===== src/rtl/axis_fifo_pkg.sv =====
// Shared helpers for the AXI-Stream FIFO family: pointer width and
// wrap-bit based full/count decoding for binary pointers.
package axis_fifo_pkg;

  // Pointer bus wide enough for any FIFO variant built on these helpers.
  localparam int unsigned MAX_PTR_W = 32;

  typedef logic [MAX_PTR_W-1:0] ptr_bus_t;

  // Pointer width: address bits plus one wrap bit.
  function automatic int unsigned ptr_w(input int unsigned depth);
    return $clog2(depth) + 1;
  endfunction

  // Full when index bits match and wrap bits differ.
  function automatic logic fifo_full(input ptr_bus_t wr, input ptr_bus_t rd,
                                     input int unsigned pw);
    ptr_bus_t idx_mask;
    idx_mask = (ptr_bus_t'(1) << (pw - 1)) - ptr_bus_t'(1);
    return ((wr & idx_mask) == (rd & idx_mask)) && (wr[pw-1] != rd[pw-1]);
  endfunction

  // Occupancy: pointer difference modulo 2^pw.
  function automatic ptr_bus_t fifo_count(input ptr_bus_t wr, input ptr_bus_t rd,
                                          input int unsigned pw);
    ptr_bus_t mask;
    mask = (ptr_bus_t'(1) << pw) - ptr_bus_t'(1);
    return (wr - rd) & mask;
  endfunction

endpackage


===== src/rtl/fifo_regfile.sv =====
// DEPTH x W storage array: synchronous write, asynchronous read.
// Contents are intentionally not reset.
module fifo_regfile #(
  parameter int unsigned W     = 9,
  parameter int unsigned DEPTH = 16
) (
  input  logic                     i_clk,
  input  logic                     i_we,
  input  logic [$clog2(DEPTH)-1:0] i_waddr,
  input  logic [W-1:0]             i_wdata,
  input  logic [$clog2(DEPTH)-1:0] i_raddr,
  output logic [W-1:0]             o_rdata
);

  logic [W-1:0] mem_q [DEPTH];

  // Write port: one entry per clock when enabled.
  always_ff @(posedge i_clk) begin
    if (i_we) begin
      mem_q[i_waddr] <= i_wdata;
    end
  end

  // Read port: combinational so the head entry falls through.
  always_comb begin
    o_rdata = mem_q[i_raddr];
  end

endmodule


===== src/rtl/axis_sync_fifo.sv =====
// Single-clock AXI-Stream FIFO with first-word-fall-through output,
// occupancy count, almost-full/almost-empty flags and synchronous flush.
module axis_sync_fifo
  import axis_fifo_pkg::*;
#(
  parameter int unsigned DATA_W     = 8,
  parameter int unsigned DEPTH      = 16,
  parameter int unsigned AFULL_LVL  = DEPTH - 2,
  parameter int unsigned AEMPTY_LVL = 2
) (
  input  logic                     i_clk,
  input  logic                     i_rst_n,
  input  logic                     i_flush,
  input  logic [DATA_W-1:0]        i_s_tdata,
  input  logic                     i_s_tlast,
  input  logic                     i_s_tvalid,
  output logic                     o_s_tready,
  output logic [DATA_W-1:0]        o_m_tdata,
  output logic                     o_m_tlast,
  output logic                     o_m_tvalid,
  input  logic                     i_m_tready,
  output logic [$clog2(DEPTH):0]   o_count,
  output logic                     o_almost_full,
  output logic                     o_almost_empty
);

  localparam int unsigned PTR_W  = ptr_w(DEPTH);
  localparam int unsigned ADDR_W = PTR_W - 1;

  typedef struct packed {
    logic              tlast;
    logic [DATA_W-1:0] tdata;
  } beat_t;

  logic [PTR_W-1:0] wr_ptr_q, wr_ptr_d;
  logic [PTR_W-1:0] rd_ptr_q, rd_ptr_d;
  logic [PTR_W-1:0] count;
  logic             full;
  logic             empty;
  logic             push;
  logic             pop;
  beat_t            wr_beat;
  beat_t            rd_beat;

  // Status decode from registered pointers only.
  always_comb begin
    full  = fifo_full(ptr_bus_t'(wr_ptr_q), ptr_bus_t'(rd_ptr_q), PTR_W);
    empty = (wr_ptr_q == rd_ptr_q);
    count = PTR_W'(fifo_count(ptr_bus_t'(wr_ptr_q), ptr_bus_t'(rd_ptr_q), PTR_W));
  end

  // Handshakes: ready is blocked during a flush so the concurrent beat is
  // refused rather than silently dropped.
  always_comb begin
    o_s_tready = !full && !i_flush;
    o_m_tvalid = !empty;
    push       = i_s_tvalid && o_s_tready;
    pop        = o_m_tvalid && i_m_tready && !i_flush;
  end

  // Next-state pointers; flush overrides any push or pop.
  always_comb begin
    wr_ptr_d = wr_ptr_q;
    rd_ptr_d = rd_ptr_q;
    if (i_flush) begin
      wr_ptr_d = '0;
      rd_ptr_d = '0;
    end else begin
      if (push) wr_ptr_d = wr_ptr_q + PTR_W'(1);
      if (pop)  rd_ptr_d = rd_ptr_q + PTR_W'(1);
    end
  end

  // Pointer registers with asynchronous clear.
  always_ff @(posedge i_clk or negedge i_rst_n) begin
    if (!i_rst_n) begin
      wr_ptr_q <= '0;
      rd_ptr_q <= '0;
    end else begin
      wr_ptr_q <= wr_ptr_d;
      rd_ptr_q <= rd_ptr_d;
    end
  end

  // Beat packing for storage and unpacking of the head entry.
  always_comb begin
    wr_beat.tlast = i_s_tlast;
    wr_beat.tdata = i_s_tdata;
    o_m_tdata     = rd_beat.tdata;
    o_m_tlast     = rd_beat.tlast;
  end

  fifo_regfile #(
    .W     (DATA_W + 1),
    .DEPTH (DEPTH)
  ) u_regfile (
    .i_clk   (i_clk),
    .i_we    (push),
    .i_waddr (wr_ptr_q[ADDR_W-1:0]),
    .i_wdata (wr_beat),
    .i_raddr (rd_ptr_q[ADDR_W-1:0]),
    .o_rdata (rd_beat)
  );

  // Count and threshold flags, same edge as the pointers.
  always_comb begin
    o_count        = count;
    o_almost_full  = (count >= PTR_W'(AFULL_LVL));
    o_almost_empty = (count <= PTR_W'(AEMPTY_LVL));
  end

endmodule


===== config.mk =====
export PLATFORM = sky130hd
export DESIGN_NAME = axis_sync_fifo
export DESIGN_NICKNAME = d
export VERILOG_FILES = /design/src/rtl/axis_fifo_pkg.sv /design/src/rtl/fifo_regfile.sv /design/src/rtl/axis_sync_fifo.sv
export SDC_FILE = /design/constraint.sdc
export NUM_CORES = 1
export LEC_CHECK = 0
export BUFFER_PORTS_ARGS = -buffer_cell sky130_fd_sc_hd__buf_2
export CELL_PAD_IN_SITES_DETAIL_PLACEMENT = 0
export CELL_PAD_IN_SITES_GLOBAL_PLACEMENT = 1
export CORE_ASPECT_RATIO = 0.6
export CORE_MARGIN = 5
export CORE_UTILIZATION = 35
export DETAILED_ROUTE_END_ITERATION = 8
export GPL_ROUTABILITY_DRIVEN = 0
export GPL_TIMING_DRIVEN = 0
export PLACE_DENSITY_LB_ADDON = 0.1
export RECOVER_POWER = 100
export SYNTH_ARGS = -nofsm -noshare
export SYNTH_HDL_FRONTEND = slang
export SYNTH_SLANG_ARGS = --single-unit
export TNS_END_PERCENT = 5

===== constraint.sdc =====
create_clock -name i_clk -period 4 [get_ports i_clk]
set_clock_uncertainty 0.1 [all_clocks]
set_input_delay 0.2 -clock i_clk [delete_from_list [all_inputs] [get_ports i_clk]]
set_output_delay 0.2 -clock i_clk [all_outputs]
set_load 0.05 [all_outputs]

Word-level counts from Yosys, hierarchy flattened
Memories as Yosys holds them, arrays and structs flattened.
Index checks and enable logic that the tools add are counted.
W data, S select, Z words.
{ "classes": {"n_lt_le_gt_ge": 2, "eq_ne": 3, "n_reduce_logical": 10, "addsub": 3, "muxes": 6} }
{ "op_table": {"columns": ["operator", "n"], "rows": [
  ["$mux W5", 4],
  ["$add A5 B1 Y5 const B", 2],
  ["$eq A5 B5 Y1", 1],
  ["$ge A5 B4 Y1 const B", 1],
  ["$le A5 B2 Y1 const B", 1],
  ["$logic_and A1 B1 Y1", 5],
  ["$sub A5 B5 Y5", 1],
  ["$eq A4 B4 Y1", 1],
  ["$reduce_bool A2 Y1", 2],
  ["$logic_not A1 Y1", 3],
  ["$mux W1", 2],
  ["$ne A1 B1 Y1", 1]
]} }
{ "totals": {"ramBits": 144, "register_bits": 10, "n_memories": 1, "out_inout_bits": 18, "word_cells": 27} }
{ "mem_list": {"columns": ["name", "depth", "word_bits", "read_ports", "rd_clocked_by_memory_dff", "write_ports", "line_no", "rtl"], "rows": [
  ["u_regfile.mem_q", 16, 9, 1, 0, 1, "fifo_regfile.sv:15", "logic [W-1:0] mem_q [DEPTH];"]
]} }

Longest topological paths before layout
Gate-level depths: netlist (run 1).
{ "depth": {"ltp_word": 7, "ltp_mapped": 9, "ltp_nobuf": 8} }

Cells and area by module
From an unflattened synthesis (run 1), not the netlist that was laid out.
{ "hier_totals": {"hier_cells": 319, "hier_area_um2": 6304.8} }
{ "by_module_without_submodules": {"columns": ["mod", "cells_per_inst", "instances", "area_each_um2"], "rows": [
  ["fifo_regfile", 245, 1, 5600.4],
  ["axis_sync_fifo", 74, 1, 704.4]
]} }

Worst setup path before layout (run 1)
OpenSTA, ideal clock, no wires.
{ "synth_path": {"path_type": "reg2out", "startpoint": "reg rd_ptr_q[1]", "endpoint": "out o_almost_empty", "path_buffers": 2, "path_stages_with_launch": 9, "arrival_ns": 3.861, "slack_ns": -0.161, "cell_sequence": "dfrtp_1 -> buf_2 -> buf_2 -> inv_1 -> fa_1 -> a21o_1 -> a21oi_1 -> xnor2_1 -> a2111oi_1"} }
{ "synth_via": {"elab_chain_len": 2} }
{ "synth_lines": {"columns": ["item", "line_no", "rtl"], "rows": [
  ["start, declared", "axis_sync_fifo.sv:36", "logic [PTR_W-1:0] rd_ptr_q, rd_ptr_d;"],
  ["start signal, assigned", "axis_sync_fifo.sv:81", "rd_ptr_q <= rd_ptr_d;"],
  ["$sub A5 B5 Y5", "axis_fifo_pkg.sv:28", "return (wr - rd) & mask;"],
  ["net o_count[4]", "axis_sync_fifo.sv:22", "output logic [$clog2(DEPTH):0] o_count,"],
  ["$le A5 B2 Y1", "axis_sync_fifo.sv:109", "o_almost_empty = (count <= PTR_W'(AEMPTY_LVL));"],
  ["end, declared", "axis_sync_fifo.sv:24", "output logic o_almost_empty"]
]} }
The timed path passes the listed nets, and every way through them passes these cells.

Worst setup path in the final report (run 1)
{ "layout_path": {"startpoint": "reg rd_ptr_q[1]", "endpoint": "mem u_regfile.mem_q[2][2], enable pin"} }
{ "layout_via": {"elab_chain_len": 7} }
{ "layout_lines": {"columns": ["item", "line_no", "rtl"], "rows": [
  ["$eq A4 B4 Y1", "axis_fifo_pkg.sv:20", "return ((wr & idx_mask) == (rd & idx_mask)) && (wr[pw-1] != rd[pw-1]);"],
  ["$logic_and A1 B1 Y1", "axis_fifo_pkg.sv:20", null],
  ["$logic_not A1 Y1", "axis_sync_fifo.sv:55", "o_s_tready = !full && !i_flush;"],
  ["$logic_and A1 B1 Y1", "axis_sync_fifo.sv:55", null],
  ["$logic_and A1 B1 Y1", "axis_sync_fifo.sv:57", "push = i_s_tvalid && o_s_tready;"],
  ["$mux W1", "fifo_regfile.sv:19", "if (i_we) begin"],
  ["$mux W1 (implied by the code)", "fifo_regfile.sv:20", "mem_q[i_waddr] <= i_wdata;"],
  ["end, declared", "fifo_regfile.sv:15", null]
]} }
No other way between the ends.

==> results of run 1 <==
[registers in the layout (all words and copies together) (netlist names)]
name / cells
u_regfile.mem_q: 144
rd_ptr_q: 5
wr_ptr_q: 5
[worst max-delay path, cell delays in order (launching register included)]
cell,delay [ns]
dfrtp_1,0.38
buf_2,0.35
buf_2,0.37
inv_1,0.13
ha_1,0.33
nand4_1,0.14
clkbuf_1,0.36
nor2_1,0.13
or3_1,0.43
nor2_1,0.89
[power by group]
| part | internal, mW | total, mW | switching (mW) | leakage [nW] |
|---|---|---|---|---|
| registers | 1.78 | 1.79 | 0.0110 | 1.43 |
| logic | 0.260 | 0.742 | 0.482 | 0.652 |
| clock network | 0.805 | 1.47 | 0.669 | 0.256 |
[cells in the mapped netlist]
cell         n
nand3_1      3
a31oi_1      1
mux4_2      36
buf_6        2
a22oi_1     18
nand4_1      1
a31o_2       1
edfxtp_1   144
o21ai_1      1
o211ai_1     4
nor2_1      30
a2111oi_1    1
xor2_1       6
clkbuf_1     4
or2b_1       1
and3_1       2
or2_2        1
or3_1        2
xor2_2       1
nand3b_1     2
nand2_1     14
fa_1         1
ha_1         9
and2_1       1
buf_4        1
o21ai_0      3
inv_1        7
dfrtp_1     10
xnor2_1      4
o2111ai_1    1
xnor2_2      1
a21oi_1      3
mux2i_1      1
buf_2        3
nor2b_1      1
a21o_1       2
[layout make-up]
cell class | count | area, µm² | share of cell area
Clock inverter | 14 | 112.6 | 0.01551
Clock buffer | 18 | 429.2 | 0.05912
Buffer | 10 | 60.06 | 0.008273
Timing Repair Buffer | 34 | 171.4 | 0.02361
Inverter | 7 | 26.28 | 0.003619
Tap cell | 234 | 292.8 | 0.04033
Sequential cell | 154 | 4574 | 0.6301
Multi-Input combinational cell | 152 | 1593 | 0.2194
[how the worst max path moves through the flow]
stage	to	slack [ns]	depth (start not counted)	from
floorplan	o_almost_empty	0.55	8	rd_ptr_q[1]$_DFFE_PN0P_
global placement	u_regfile.mem_q[1][1]$_DFFE_PP_	0.03	9	rd_ptr_q[1]$_DFFE_PN0P_
detailed placement	u_regfile.mem_q[0][8]$_DFFE_PP_	0.03	9	rd_ptr_q[1]$_DFFE_PN0P_
CTS	u_regfile.mem_q[0][7]$_DFFE_PP_	0.01	9	rd_ptr_q[1]$_DFFE_PN0P_
global route	u_regfile.mem_q[3][2]$_DFFE_PP_	-0.19	9	rd_ptr_q[1]$_DFFE_PN0P_
finish	u_regfile.mem_q[2][2]$_DFFE_PP_	-0.02	9	rd_ptr_q[1]$_DFFE_PN0P_
[logic make-up (layout without fill, tap and decap cells)]
| kind of cell | after synthesis | count (layout) |
|---|---|---|
| AND/OR/NAND/NOR | 58 | 58 |
| XOR/XNOR | 12 | 12 |
| buffers and inverters | 17 | 83 |
| adder cells (fa/ha/maj) | 10 | 10 |
| flip-flops | 154 | 154 |
| multiplexers | 37 | 37 |
| AO/OA/AOI/OAI | 35 | 35 |
[layer usage]
layer / GRT usage / up-vias / part of all wire
li1: - / 1419 / -
met1: 0.2326 / 1673 / 0.52
met2: 0.2077 / 78 / 0.42
met3: 0.04015 / 11 / 0.049
met4: 0.03248 / 0 / 0.0084
met5: 0 / - / 0
[what timing repair did]
| action | CTS | global route |
|---|---|---|
| endpoints found under the hold margin | 12 | 0 |
| setup endpoints to repair | 0 | 114 |
| hold buffers | 3 | 0 |
| resized for setup | 0 | 5 |
[metrics by stage]
stage	utilization	worst slack [ns]
3_3_place_gp	0.3863	0.03014
5_1_grt	0.4193	-0.1886
4_1_cts	0.4194	0.01111
6_report	0.4193	-0.01561
3_5_place_dp	0.3863	0.02544
2_1_floorplan	-	0.5457
==> results.sh, run 1 <==
export IMPL_worst_pin_slew_ns=1.142
export IMPL_mostFrequentLayoutCells="edfxtp_1, mux4_2, nor2_1"
export IMPL_reg2reg_depth=9
export IMPL_grt_max_degree=17
export IMPL_place_area_um2=6689
export IMPL_synth_xor_area_share=0.01926
export IMPL_synth_warnings=0
export IMPL_diodes=0
export IMPL_grt_pass1_wl_um=21670
export IMPL_grt_overflow_total=0
export IMPL_die_area_um2=20670
export IMPL_synth_compound_area_frac=0.03993
export IMPL_area_growth_synth_to_final_pct=16.41
export IMPL_ys_seq_area_frac=0.7335
export IMPL_rsz0062_at_grt="true"
export IMPL_power_density_nw_per_um2=551.8
export IMPL_avgSynthCellArea_um2=19.31
export IMPL_clk_latency_ns=0.41
export IMPL_mostFrequentLayoutCell="edfxtp_1"
export IMPL_drt_drc_violations_left=0
export IMPL_hold_viol_final=0
export IMPL_cts_sinks=154
export IMPL_slew_violations=0
export IMPL_required_ns=3.93
export IMPL_synth_mux_area_frac=0.1316
export IMPL_r2r_slack_ns=-0.02
export IMPL_syn_inst=323
export IMPL_hold_path_depth=4
export IMPL_min_to="rd_ptr_q[3]$_DFFE_PN0P_"
export IMPL_synth_cell_type_count=36
export IMPL_yosys_area_top_type="edfxtp_1"
export IMPL_p_leak_nw=2.342
export IMPL_rows=37
export IMPL_h_tree_depth=4
export IMPL_syn_nets=347
export IMPL_violations="setup timing"
export IMPL_grt_pass1_vias=3208
export IMPL_endpoint_kind="flop"
export IMPL_fin_ws_ns=-0.01561
export IMPL_fillCellCount=1574
export IMPL_drive_above_1_share=0.2648
export IMPL_finalPower_mw=4.005
export IMPL_post_route_period_util=1.004
export IMPL_drt_iter0_drc=287
export IMPL_drtPass1Iterations=5
export IMPL_grt_antenna_before_repair=0
export IMPL_postCtsSetupBuffers=0
export IMPL_fin_crit_ns=4.016
export IMPL_r2r_end="u_regfile.mem_q[2][2]$_DFFE_PP_"
export IMPL_yosysTopAreaCellShare=0.6934
export IMPL_path_max_fanout=10
export IMPL_grt_use_total=0.1487
export IMPL_clock_root_buffer="clkbuf_16"
export IMPL_routedWlPerCell_um=23.45
export IMPL_ys_seq_elements=154
export IMPL_pin_count=32
export IMPL_hp_start="i_m_tready"
export IMPL_vias=3181
export IMPL_path_clk_slew_ns=0.06
export IMPL_die_x_um=182.3
export IMPL_via_per_inst=5.106
export IMPL_crit_arrival_ns=3.95
export IMPL_core_um2=17310
export IMPL_critPathKind="reg -> reg"
export IMPL_placed_cells=588
export IMPL_fin_hold_ws_ns=0.08841
export IMPL_maxCapViolCount=0
export IMPL_io_buffer_count=31
export IMPL_tritoncts="yes"
export IMPL_die_y_um=113.4
export IMPL_start_util=0.3602
export IMPL_tritoncts_num_buffers=17
export IMPL_r2r_start="rd_ptr_q[1]$_DFFE_PN0P_"
export IMPL_slew_headroom=0.2358
export IMPL_yosys_area_share_simple=0.04053
export IMPL_max_freq_mhz=249.0
export IMPL_drtAntennaViolNets=0
export IMPL_status="finished with violations"
export IMPL_finalSetupViolations=9
export IMPL_worst_setup_path_start_kind="flop"
export IMPL_synthesis_area_um2=6236
export IMPL_synth_top_family_by_area="multiplexers"
export IMPL_fin_tns_setup_ns=-0.08678
export IMPL_final_area_um2=7259
export IMPL_hpwl_um=9858
export IMPL_final_cells=623
export IMPL_ir_drop_uv=237.3
export IMPL_holdCritPathClass="in -> reg"
export IMPL_synth_adder_area_share=0.02127
export IMPL_clockBufferDepth=2
export IMPL_totalWireLength_um=14610
export IMPL_yosys_top_cells_area="edfxtp_1, mux4_2, dfrtp_1"
export IMPL_nNetsFinal=400
Note: power is estimated with default switching activity, not from simulation.
==> inputs of run 2 (changes only) <==
--- a/config.mk
+++ b/config.mk
@@ -6,10 +6,10 @@
 export NUM_CORES = 1
 export LEC_CHECK = 0
 export BUFFER_PORTS_ARGS = -buffer_cell sky130_fd_sc_hd__buf_2
+export CAP_MARGIN = 20
 export CELL_PAD_IN_SITES_DETAIL_PLACEMENT = 0
 export CELL_PAD_IN_SITES_GLOBAL_PLACEMENT = 1
 export CORE_ASPECT_RATIO = 0.6
-export CORE_MARGIN = 5
 export CORE_UTILIZATION = 35
 export DETAILED_ROUTE_END_ITERATION = 8
 export GPL_ROUTABILITY_DRIVEN = 0
==> constraint.sdc (replaced) <==
create_clock -name i_clk -period 4 [get_ports i_clk]
set_clock_uncertainty 0.1 [all_clocks]
set_input_delay 0.6 -clock i_clk [delete_from_list [all_inputs] [get_ports i_clk]]
set_output_delay 0.6 -clock i_clk [all_outputs]
set_load 0.05 [all_outputs]
==> results.sh, run 2 (synthesis gave the netlist of run 1 again) <==
export IMPL_mostFrequentLayoutCells="edfxtp_1, mux4_2, nor2_1"
export IMPL_grt_max_degree=17
export IMPL_hp_start="i_flush"
export IMPL_hold_viol_final=0
export IMPL_grt_antenna_before_repair=0
export IMPL_hpwl_um=9928
export IMPL_slew_violations=0
export IMPL_tritoncts="yes"
export IMPL_crit_buf_inv=4
export IMPL_fin_tns_setup_ns=0
export IMPL_finalSetupViolations=0
export IMPL_post_route_period_util=0.9382
export IMPL_endpoint_kind="primary output"
export IMPL_vias=3164
export IMPL_final_area_um2=7256
export IMPL_critPathKind="reg -> out"
export IMPL_die_x_um=174.3
export IMPL_area_growth_synth_to_final_pct=16.35
export IMPL_drt_iter0_drc=232
export IMPL_slew_headroom=0.3558
export IMPL_nNetsFinal=398
export IMPL_critPathSlowestCell="fa_1"
export IMPL_rsz0062_at_grt="false"
export IMPL_io_buffer_count=31
export IMPL_layout_top_registers="u_regfile.mem_q x144, rd_ptr_q x5, wr_ptr_q x5"
export IMPL_via_per_inst=5.103
export IMPL_cp_top_family="buffers and inverters"
export IMPL_path_clk_slew_ns=0.07
export IMPL_start_util=0.3611
export IMPL_cts_sinks=154
export IMPL_drive_above_1_share=0.2487
export IMPL_top_register="u_regfile.mem_q"
export IMPL_fillCellCount=1573
export IMPL_clk_latency_ns=0.43
export IMPL_largest_register_ff_count=144
export IMPL_fin_ws_ns=0.2473
export IMPL_max_stage_delay_ns=0.47
export IMPL_maxCapViolCount=0
export IMPL_routedWlPerCell_um=23.53
export IMPL_status="complete, no violations"
export IMPL_max_freq_mhz=266.5
export IMPL_power_density_nw_per_um2=564.9
export IMPL_totalWireLength_um=14590
export IMPL_drt_drc_violations_left=0
export IMPL_path_max_fanout=10
export IMPL_ff_latch_area_um2=4574
export IMPL_drtAntennaViolNets=0
export IMPL_pin_count=32
export IMPL_mostFrequentLayoutCell="edfxtp_1"
export IMPL_place_area_um2=6689
export IMPL_drtPass1Iterations=4
export IMPL_grt_pass1_vias=3101
export IMPL_cp_common_cell="clkbuf_4"
export IMPL_die_area_um2=18370
export IMPL_worst_pin_slew_ns=0.9627
export IMPL_h_tree_depth=4
export IMPL_multiInputGateArea_um2=1588
export IMPL_worst_setup_path_start_kind="flop"
export IMPL_clockBufferDepth=2
export IMPL_ir_drop_uv=266.9
export IMPL_p_leak_nw=2.330
export IMPL_clock_root_buffer="clkbuf_16"
export IMPL_dp_slack_ns=0.03914
export IMPL_path_cells="clkbuf_4 > clkbuf_4 > inv_1 > fa_1 > a21o_1 > a21oi_1 > xnor2_1 > a2111oi_2 > clkbuf_2"
export IMPL_timing_critical_path_from="rd_ptr_q[1]$_DFFE_PN0P_"
export IMPL_fin_crit_ns=3.753
export IMPL_tritoncts_num_buffers=17
export IMPL_rows=37
export IMPL_required_ns=3.30
export IMPL_core_um2=17270
export IMPL_grt_pass1_wl_um=21040
export IMPL_r2r_start="rd_ptr_q[1]$_DFFE_PN0P_"
export IMPL_crit_arrival_ns=3.05
export IMPL_holdCritPathClass="in -> reg"
export IMPL_die_y_um=105.4
export IMPL_finalPower_mw=4.099
export IMPL_grt_overflow_total=0
export IMPL_grt_use_total=0.1683
export IMPL_diodes=0
==> run 2: changes by cell type in the layout (fill, tap and decap cells not counted), sizes merged <==
| cell | change |
|---|---|
| buf | -19 |
| clkbuf | +18 |
| dlygate4sd3 | -2 |
| inv | +2 |
| clkinv | -2 |
| bufinv | +1 |
| clkinvlp | -1 |
==> run 2: timing repair <==
action | 4_1_cts | 5_1_grt
setup endpoints to repair | 9 | 137
endpoints found under the hold margin | 10 | 0
gates resized for setup | 1 | 4
hold buffers | 1 | 0
gates cloned | 0 | 0
buffers inserted | 0 | 0
==> run 2: final cells by class <==
cell class | instances | share of cell area
clock inverter | 14 | 0.01897
tap | 234 | 0.04035
sequential | 154 | 0.6305
clock buffer | 17 | 0.05863
buffer | 10 | 0.008795
multi-input combinational | 152 | 0.2188
timing repair buffer | 32 | 0.02035
inverter | 7 | 0.003621
==> run 2: power by group <==
group          internal [mW]  switching (mW)
clock network          0.868           0.678
logic                  0.256           0.506
registers               1.78          0.0135
==> run 2: layer usage <==
metal	vias to the layer above	GRT usage	share of wire
li1	1407	-	-
met4	0	0.04699	0.0080
met3	10	0.03680	0.057
met1	1655	0.2678	0.52
met2	92	0.2274	0.41
met5	-	0	0
==> run 2: worst paths after layout <==
kind                                                    to  slack, ns  cells past startpoint
hold / removal                     rd_ptr_q[3]$_DFFE_PN0P_       0.27                      2
setup / recovery                            o_almost_empty       0.25                      9
setup reg to reg           u_regfile.mem_q[2][8]$_DFFE_PP_       0.26                      9
max in group asynchronous          wr_ptr_q[3]$_DFFE_PN0P_       2.79                      2
hold reg to reg                    rd_ptr_q[3]$_DFFE_PN0P_       0.54                      2
min in group asynchronous          wr_ptr_q[4]$_DFFE_PN0P_       0.60                      2
==> run 2: metrics by stage <==
| stage | cells | utilization | hold WS [ns] |
|---|---|---|---|
| after floorplan | 323 | - | 0.2044 |
| after global placement | 588 | 0.3874 | 0.3850 |
| after detailed placement | 588 | 0.3874 | 0.3869 |
| after CTS | 620 | 0.4207 | 0.2637 |
| after global routing | 620 | 0.4202 | 0.2638 |
| final | 620 | 0.4202 | 0.2742 |
==> inputs of run 3 (changes only) <==
==> constraint.sdc (replaced) <==
create_clock -name i_clk -period 4.7 [get_ports i_clk]
set_clock_uncertainty 0.1 [all_clocks]
set_input_delay 0.705 -clock i_clk [delete_from_list [all_inputs] [get_ports i_clk]]
set_output_delay 0.705 -clock i_clk [all_outputs]
set_load 0.05 [all_outputs]
==> results.sh, run 3 (synthesis gave the netlist of run 1 again) <==
export IMPL_top_register="u_regfile.mem_q"
export IMPL_hold_buffers=0
export IMPL_ir_drop_uv=227.2
export IMPL_area_growth_synth_to_final_pct=15.67
export IMPL_cp_top_family="buffers and inverters"
export IMPL_hpwl_um=9633
export IMPL_max_stage_delay_ns=0.51
export IMPL_dp_slack_ns=0.8441
export IMPL_finalPower_mw=3.487
export IMPL_grt_max_degree=17
export IMPL_mostFrequentLayoutCells="edfxtp_1, mux4_2, clkbuf_1"
export IMPL_h_tree_depth=4
export IMPL_pin_count=32
export IMPL_power_density_nw_per_um2=483.4
export IMPL_grt_antenna_before_repair=0
export IMPL_post_cts_resize_count=0
export IMPL_drt_drc_violations_left=0
export IMPL_placed_cells=588
export IMPL_mostFrequentLayoutCell="edfxtp_1"
export IMPL_post_route_period_util=0.9126
export IMPL_tritoncts="yes"
export IMPL_grt_overflow_total=0
export IMPL_die_area_um2=18370
export IMPL_finalSetupViolations=0
export IMPL_max_freq_mhz=233.2
export IMPL_cts_sinks=154
export IMPL_p_leak_nw=2.292
export IMPL_fillCellCount=1526
export IMPL_largest_register_ff_count=144
export IMPL_final_cells=619
export IMPL_io_buffer_count=31
export IMPL_grt_pass1_vias=3108
export IMPL_crit_arrival_ns=3.48
export IMPL_rsz0062_at_grt="false"
export IMPL_routedWlPerCell_um=23.38
export IMPL_critPathKind="reg -> out"
export IMPL_tritoncts_num_buffers=17
export IMPL_layout_top_registers="u_regfile.mem_q x144, rd_ptr_q x5, wr_ptr_q x5"
export IMPL_ff_latch_area_um2=4574
export IMPL_drive_above_1_share=0.2078
export IMPL_maxCapViolCount=0
export IMPL_totalWireLength_um=14470
export IMPL_final_util=0.4177
export IMPL_path_max_fanout=10
export IMPL_via_per_inst=5.023
export IMPL_drtPass1Iterations=5
export IMPL_holdCritPathClass="in -> async"
export IMPL_clockBufferDepth=2
export IMPL_hold_viol_final=0
export IMPL_vias=3109
export IMPL_clock_root_buffer="clkbuf_16"
export IMPL_diodes=0
export IMPL_path_clk_slew_ns=0.06
export IMPL_r2r_end="u_regfile.mem_q[3][8]$_DFFE_PP_"
export IMPL_postCtsSetupBuffers=0
export IMPL_critPathSlowestCell="clkbuf_1"
export IMPL_multiInputGateArea_um2=1575
export IMPL_clk_latency_ns=0.42
export IMPL_worst_setup_path_start_kind="flop"
export IMPL_status="complete, no violations"
export IMPL_r2r_slack_ns=0.93
export IMPL_worst_pin_slew_ns=0.9490
export IMPL_drtAntennaViolNets=0
export IMPL_core_um2=17270
export IMPL_required_ns=3.89
export IMPL_nNetsFinal=397
export IMPL_fin_tns_setup_ns=0
export IMPL_final_area_um2=7213
export IMPL_cp_common_cell="buf_2"
export IMPL_r2r_start="rd_ptr_q[1]$_DFFE_PN0P_"
export IMPL_crit_buf_inv=4
export IMPL_grt_use_total=0.1679
export IMPL_reg2reg_depth=9
export IMPL_place_area_um2=6684
export IMPL_slew_headroom=0.3650
export IMPL_slew_violations=0
export IMPL_rows=37
export IMPL_grt_pass1_wl_um=20890
export IMPL_path_cells="buf_2 > buf_2 > inv_1 > fa_1 > a21o_1 > a21oi_1 > xnor2_1 > a2111oi_1 > clkbuf_1"
export IMPL_die_y_um=105.4
export IMPL_endpoint_kind="primary output"
export IMPL_fin_hold_ws_ns=0.1776
export IMPL_die_x_um=174.3
export IMPL_fin_crit_ns=4.289
export IMPL_drt_iter0_drc=299
export IMPL_fin_ws_ns=0.4110
export IMPL_start_util=0.3611
## run 3: cell types whose count changed in the layout (fill, tap and decap cells not counted), sizes merged
| cell | before | now |
|---|---|---|
| buf | 7 | 9 |
| bufinv | 1 | 2 |
| clkinv | 3 | 5 |
| inv | 14 | 9 |
| dlygate4sd3 | 1 | 0 |
## run 3: per-layer routing
metal	GRT usage	up-vias	wire [µm]
li1	-	1411	-
met1	0.2654	1619	7684
met2	0.2260	67	6033
met3	0.03499	12	614
met4	0.05639	0	140
met5	0	-	0
## run 3: where the power goes
part           total (mW)  switching [mW]  internal, mW
combinational       0.622           0.424         0.198
sequential           1.52         0.00986          1.51
clock                1.34           0.556         0.786
total                3.49           0.990          2.50
## run 3: layout make-up
| class | count | area share |
|---|---|---|
| Buffer | 10 | 0.006071 |
| Sequential cell | 154 | 0.6342 |
| Inverter | 7 | 0.003643 |
| Timing Repair Buffer | 31 | 0.01717 |
| Tap cell | 234 | 0.04059 |
| Multi-Input combinational cell | 152 | 0.2184 |
| Clock buffer | 19 | 0.06002 |
| Clock inverter | 12 | 0.01995 |
## run 3: worst max path at each step
| stage | to | cells past startpoint | from |
|---|---|---|---|
| floorplan | o_almost_empty | 8 | rd_ptr_q[1]$_DFFE_PN0P_ |
| global placement | u_regfile.mem_q[1][3]$_DFFE_PP_ | 9 | rd_ptr_q[1]$_DFFE_PN0P_ |
| detailed placement | u_regfile.mem_q[0][3]$_DFFE_PP_ | 9 | rd_ptr_q[1]$_DFFE_PN0P_ |
| CTS | o_almost_empty | 9 | rd_ptr_q[1]$_DFFE_PN0P_ |
| global route | o_almost_empty | 9 | rd_ptr_q[1]$_DFFE_PN0P_ |
| finish | o_almost_empty | 9 | rd_ptr_q[1]$_DFFE_PN0P_ |
